--- src/rtl/winlb_pkg.sv ---
// ============================================================================
//  Module : winlb_pkg
//  Brief  : Shared window/pixel definitions for the line buffer and the
//           81-tap theta inner-product stage.
//  Rev    : 1.0  initial release
// ============================================================================
`default_nettype none

package winlb_pkg;

  localparam int C_PIX_W     = 7;
  localparam int C_WIN       = 9;
  localparam int C_WIN_ELEMS = C_WIN * C_WIN;

  typedef logic [C_PIX_W-1:0] pix_t;

endpackage

`default_nettype wire

--- src/rtl/winlb_row_mem.sv ---
// ============================================================================
//  Module : winlb_row_mem
//  Brief  : One image row of pixels; combinational read, synchronous write.
//  Rev    : 1.0  initial release
// ============================================================================
`default_nettype none

module winlb_row_mem #(
  parameter int DEPTH = 28,
  parameter int WIDTH = 7,
  parameter int AW    = $clog2(DEPTH)
) (
  input  logic             clk,
  input  logic             we_i,
  input  logic [AW-1:0]    addr_i,
  input  logic [WIDTH-1:0] wdata_i,
  output logic [WIDTH-1:0] rdata_o
);

  // Contents are deliberately not reset; validity is tracked by the counters.
  logic [WIDTH-1:0] mem_q [DEPTH];

  always_ff @(posedge clk) begin
    if (we_i) begin
      mem_q[addr_i] <= wdata_i;
    end
  end

  assign rdata_o = mem_q[addr_i];

endmodule

`default_nettype wire

--- src/rtl/window_linebuffer9.sv ---
// ============================================================================
//  Module : window_linebuffer9
//  Brief  : Raster line buffer producing a registered WIN x WIN window.
//           Optional start-of-frame input enabled by WINLB_FRAME_SYNC_EN.
//  Rev    : 1.0  initial release
// ============================================================================
`default_nettype none

module window_linebuffer9
  import winlb_pkg::*;
#(
  parameter int IMG_W = 28,
  parameter int IMG_H = 28,
  parameter int WIN   = C_WIN,
  parameter int PIX_W = C_PIX_W
) (
  input  logic                     clk,
  input  logic                     rst,
  input  logic [PIX_W-1:0]         pix_in,
  input  logic                     pix_valid,
`ifdef WINLB_FRAME_SYNC_EN
  input  logic                     sof,
`endif
  output logic [WIN*WIN*PIX_W-1:0] win_flat,
  output logic                     win_valid,
  output logic                     frame_done
);

  localparam int CW = $clog2(IMG_W);
  localparam int RW = $clog2(IMG_H);
  localparam logic [CW-1:0] C_X_LAST  = CW'(IMG_W - 1);
  localparam logic [CW-1:0] C_X_FIRST = CW'(WIN - 1);
  localparam logic [RW-1:0] C_Y_LAST  = RW'(IMG_H - 1);
  localparam logic [RW-1:0] C_Y_FIRST = RW'(WIN - 1);

  logic [CW-1:0] col_cnt_q, col_cnt_d;
  logic [RW-1:0] row_cnt_q, row_cnt_d;
  logic [WIN-1:0][WIN-1:0][PIX_W-1:0] win_q, win_d;
  logic          win_valid_q, win_valid_d;
  logic          frame_done_q, frame_done_d;

  logic [CW-1:0] w_x;
  logic [RW-1:0] w_y;
  logic [WIN-2:0][PIX_W-1:0] w_rd;
  logic [WIN-1:0][PIX_W-1:0] w_colv;

  // Effective pixel position; sof relocates the current pixel to (0,0).
  always_comb begin
    w_x = col_cnt_q;
    w_y = row_cnt_q;
`ifdef WINLB_FRAME_SYNC_EN
    if (sof) begin
      w_x = '0;
      w_y = '0;
    end
`endif
  end

  always_comb begin
    w_colv = '0;
    for (int r = 0; r < WIN - 1; r++) begin
      w_colv[r] = w_rd[r];
    end
    w_colv[WIN-1] = pix_in;
  end

  // Each row memory takes the column entry of the row below: a per-column shift.
  for (genvar r = 0; r < WIN - 1; r++) begin : g_rowmem
    winlb_row_mem #(
      .DEPTH (IMG_W),
      .WIDTH (PIX_W),
      .AW    (CW)
    ) u_row_mem (
      .clk     (clk),
      .we_i    (pix_valid),
      .addr_i  (w_x),
      .wdata_i (w_colv[r+1]),
      .rdata_o (w_rd[r])
    );
  end

  always_comb begin
    col_cnt_d    = col_cnt_q;
    row_cnt_d    = row_cnt_q;
    win_d        = win_q;
    win_valid_d  = 1'b0;
    frame_done_d = 1'b0;
    if (pix_valid) begin
      for (int r = 0; r < WIN; r++) begin
        for (int c = 0; c < WIN - 1; c++) begin
          win_d[r][c] = win_q[r][c+1];
        end
        win_d[r][WIN-1] = w_colv[r];
      end
      win_valid_d = (w_x >= C_X_FIRST) && (w_y >= C_Y_FIRST);
      if (w_x == C_X_LAST) begin
        col_cnt_d = '0;
        if (w_y == C_Y_LAST) begin
          row_cnt_d    = '0;
          frame_done_d = 1'b1;
        end else begin
          row_cnt_d = w_y + 1'b1;
        end
      end else begin
        col_cnt_d = w_x + 1'b1;
        row_cnt_d = w_y;
      end
    end
`ifdef WINLB_FRAME_SYNC_EN
    else if (sof) begin
      col_cnt_d = '0;
      row_cnt_d = '0;
    end
`endif
  end

  always_ff @(posedge clk) begin
    if (rst) begin
      col_cnt_q    <= '0;
      row_cnt_q    <= '0;
      win_q        <= '0;
      win_valid_q  <= 1'b0;
      frame_done_q <= 1'b0;
    end else begin
      col_cnt_q    <= col_cnt_d;
      row_cnt_q    <= row_cnt_d;
      win_q        <= win_d;
      win_valid_q  <= win_valid_d;
      frame_done_q <= frame_done_d;
    end
  end

  assign win_flat   = win_q;
  assign win_valid  = win_valid_q;
  assign frame_done = frame_done_q;

endmodule

`default_nettype wire

--- config.mk ---
export PLATFORM = sky130hd
export DESIGN_NAME = window_linebuffer9
export DESIGN_NICKNAME = d
export VERILOG_FILES = /design/src/rtl/winlb_pkg.sv /design/src/rtl/winlb_row_mem.sv /design/src/rtl/window_linebuffer9.sv
export SDC_FILE = /design/constraint.sdc
export NUM_CORES = 2
export LEC_CHECK = 0
export ABC_CLOCK_PERIOD_IN_PS = 6600
export BUFFER_PORTS_ARGS = -buffer_cell sky130_fd_sc_hd__buf_2
export CAP_MARGIN = 5
export CORE_MARGIN = 1
export CORE_UTILIZATION = 35
export DETAILED_ROUTE_END_ITERATION = 16
export REMOVE_ABC_BUFFERS = 1
export SYNTH_ARGS = -nofsm -noshare
export SYNTH_HDL_FRONTEND = slang
export SYNTH_SLANG_ARGS = --single-unit
--- constraint.sdc ---
create_clock -name clk -period 6.6 [get_ports clk]
set_input_delay 0.33 -clock clk [delete_from_list [all_inputs] [get_ports clk]]
set_output_delay 0.33 -clock clk [all_outputs]
set_load 0.02 [all_outputs]
==> metrics <==
YS warnings=0; status=completed; internal power=23.1 mW; WL/cell=24.6 µm; Setup crit start kind=flip-flop; CP delay by family, top=simple AND/OR/NAND/NOR gates; Comb pwr share=6.1%; PostCTS Resize Cnt=0; maximum VDD drop=237 µV; Final Skew=0.0628 ns; Max Cap Viol=0; final setup violation count=0; Layout area overhead=17.2%; Initial Utilization=35.3%; GP Congestion=0.751; CTS tree=yes; worst-path fanout max=67; Worst-Margin Slew=1.30 ns; Die Span X=484 µm; drt drc=0; H-tree levels=4; Post-DRT Antenna Nets=0; Critical Path, Cell by Cell=and2_4 > buf_12 > a22oi_1 > and3_1 > a31oi_1 > nand3_1; commonest non-fill, non-tap cell in the layout=edfxtp_1; CORE AREA=230,000 µm²; Leak=34.1 nW; fin. max-slew vios=0; Overall Global Routing Usage=18.0%; DIE AREA=234,000 µm²; Max clock buf depth=3; Clock Sinks=2,152; total power=29.8 mW; post-synth top area cell=edfxtp_1; post-synthesis cell count=4,958; Clk network pwr share=43.2%; total CTS buffers=221; Fmax=249 MHz; Slew HR=13.3%; Synth top area share=58.0%; sequential fraction of the synthesis area=72.4%; setup_tns=0 ns; Levels on crit path=6; Hold Path Depth=3; Mapped Area=81,200 µm²; asr flop ratio synth=0%; Fin. Hold Viols=0; Net Sw Frac=22.5%; Psw=6.71 mW; number of synthesized flops with an enable pin=1,568; largest net degree at the start of global routing=195; Root Driver=clkbuf_16; Top FF cell, synth=edfxtp_1; Final Critical Period=4.01 ns; cell row count=176; Bufs and invs on worst path=1; Crit-path slowest cell=nand3_1; Synth cell types=52; clk_lat worst skew=0.87 ns; DR pass1 iterations=5; Post-Syn Area per Cell=16.4 µm²; CP Data Required Time=6.81 ns; final instance area=95,200 µm²; initial antenna violation count=8; crit share post-route=60.8%; synthesized flop and latch total=2,152; # port buffers=578; Synth area leaders=edfxtp_1 58%, dfxtp_1 14%, mux2i_1 13%; CP Capture Type=flip-flop; Die Y=484 µm; Placed Area=87,500 µm²; HP Class=input pin to flip-flop; R2R depth=6; kind of critical path=flip-flop to flip-flop; peak per-stage delay on the critical path=0.93 ns; FF-to-FF setup slack=2.59 ns; RSZ-0062 raised after global routing=false; DP Wirelength=115,000 µm; IO Count=579; clock slew at reported path FFs=0.06 ns; vias per cell=5.21; DR vias=45,800; PD cells=313 nW/µm²; vias in the first global route=44,600; WP data arrival=4.23 ns; first-pass GRT wire length=310,000 µm; most frequent cells in the layout=1,568 x edfxtp_1, 1,059 x mux2i_1, 578 x dfxtp_1; fraction of layout cells with a size suffix above 1=21.8%; final net count=5,578; Flop pwr share=50.7%; WL final=216,000 µm; Congestion Overflow GR=0; postcts setup bufs=0; Iter 0 DRT Violations=4,339
[kinds of logic (layout without fill, tap and decap cells)]
group | count (synthesis) | count (layout) | share of synthesized area (%)
buf+inv | 320 | 1121 | 2.17
xor+xnor | 6 | 6 | 0.0647
compound gates | 442 | 442 | 4.34
simple gates | 839 | 839 | 4.28
mux | 1192 | 1192 | 16.7
other cells | 0 | 2 | 0
fa+ha+maj | 7 | 7 | 0.108
flops | 2152 | 2152 | 72.4
[path summary, 6_finish.rpt]
path | to | startpoint
max reg2reg | g_rowmem[4].u_row_mem.mem_q[17][4]$_DFFE_PP_ | flip-flop
min | win_flat[314]$_SDFFE_PP0P_ | pix_valid
max | g_rowmem[4].u_row_mem.mem_q[17][4]$_DFFE_PP_ | flip-flop
min reg2reg | win_flat[509]$_SDFFE_PP0P_ | win_flat[509]$_SDFFE_PP0P_
[power groups by stage]
stage / sequential [mW] / clock, mW / combinational [mW]
floorplan: 15.5 / 0 / 1.44
global placement: 15.4 / 0 / 1.78
detailed placement: 15.4 / 0 / 1.82
CTS: 15.1 / 13.2 / 1.82
global route: 15.1 / 13.7 / 1.94
finish: 15.1 / 12.9 / 1.82
[layout make-up]
type	count	area, µm²
fill	20700	135000
sequential	2152	58800
multi-input combinational	2486	20900
clock buffer	306	6290
timing repair buffer	694	4080
tap	3026	3790
clock inverter	115	1340
inverter	6	22.5
antenna	2	5.00
[per-layer routing]
metal	global-route usage (%)	share of wire, %	vias up
met5	0	0.012	-
met4	5.43	2.6	4
met3	2.83	6.6	336
met2	30.6	50	1669
met1	23.6	41	23500
li1	-	-	20200
[what timing repair did]
item	CTS	global route
setup endpoints to repair	0	0
endpoints found under the hold margin	250	0
hold buffers	9	0
[worst reg2reg max path, delay by kind of cell, from the launching register on]
kind | cells | cell delay, ns
buffers and inverters | 1 | 0.40
AO/OA/AOI/OAI | 2 | 0.43
AND/OR/NAND/NOR | 3 | 1.72
flip-flops | 1 | 0.78
[cell usage after synthesis (3+ instances only)]
cell type and number:
xor2_1 4, inv_1 5, a21oi_1 37, nor3_1 5, a22o_1 23, buf_1 15, mux4_2 128, a32oi_1 4
o221ai_1 4, buf_2 116, a41oi_1 29, and3_1 39, a211oi_1 5, buf_6 19, mux2_2 5, ha_1 7
nand2b_1 6, and2_1 10, buf_12 5, buf_4 51, mux2i_1 1059, a22oi_1 220, nor4_1 3, nor2b_1 10
dfxtp_1 584, nand2_1 139, clkbuf_1 108, edfxtp_1 1568, a31oi_1 29, nand3_1 70, o21bai_1 30, nor2_1 547
o211a_1 21, a221oi_2 21, a22oi_2 8
[flip-flops by register name, indices dropped and copies added (netlist names), named ones only]
register / flops
win_valid: 1
frame_done: 1
g_rowmem.u_row_mem.mem_q: 1568
win_flat: 567
col_cnt_q: 5
row_cnt_q: 5
[metrics by stage]
step	instances	utilization [%]	hold slack, ns	setup WS, ns
2_1_floorplan	4644	-	0.402	-15.68
3_3_place_gp	8355	38.0	0.467	2.80
3_5_place_dp	8355	38.0	0.476	2.70
4_1_cts	8785	41.3	0.394	2.67
5_1_grt	8786	41.3	0.476	2.46
6_report	8787	41.3	0.476	2.59
Note: power is estimated with default switching activity, not from simulation.
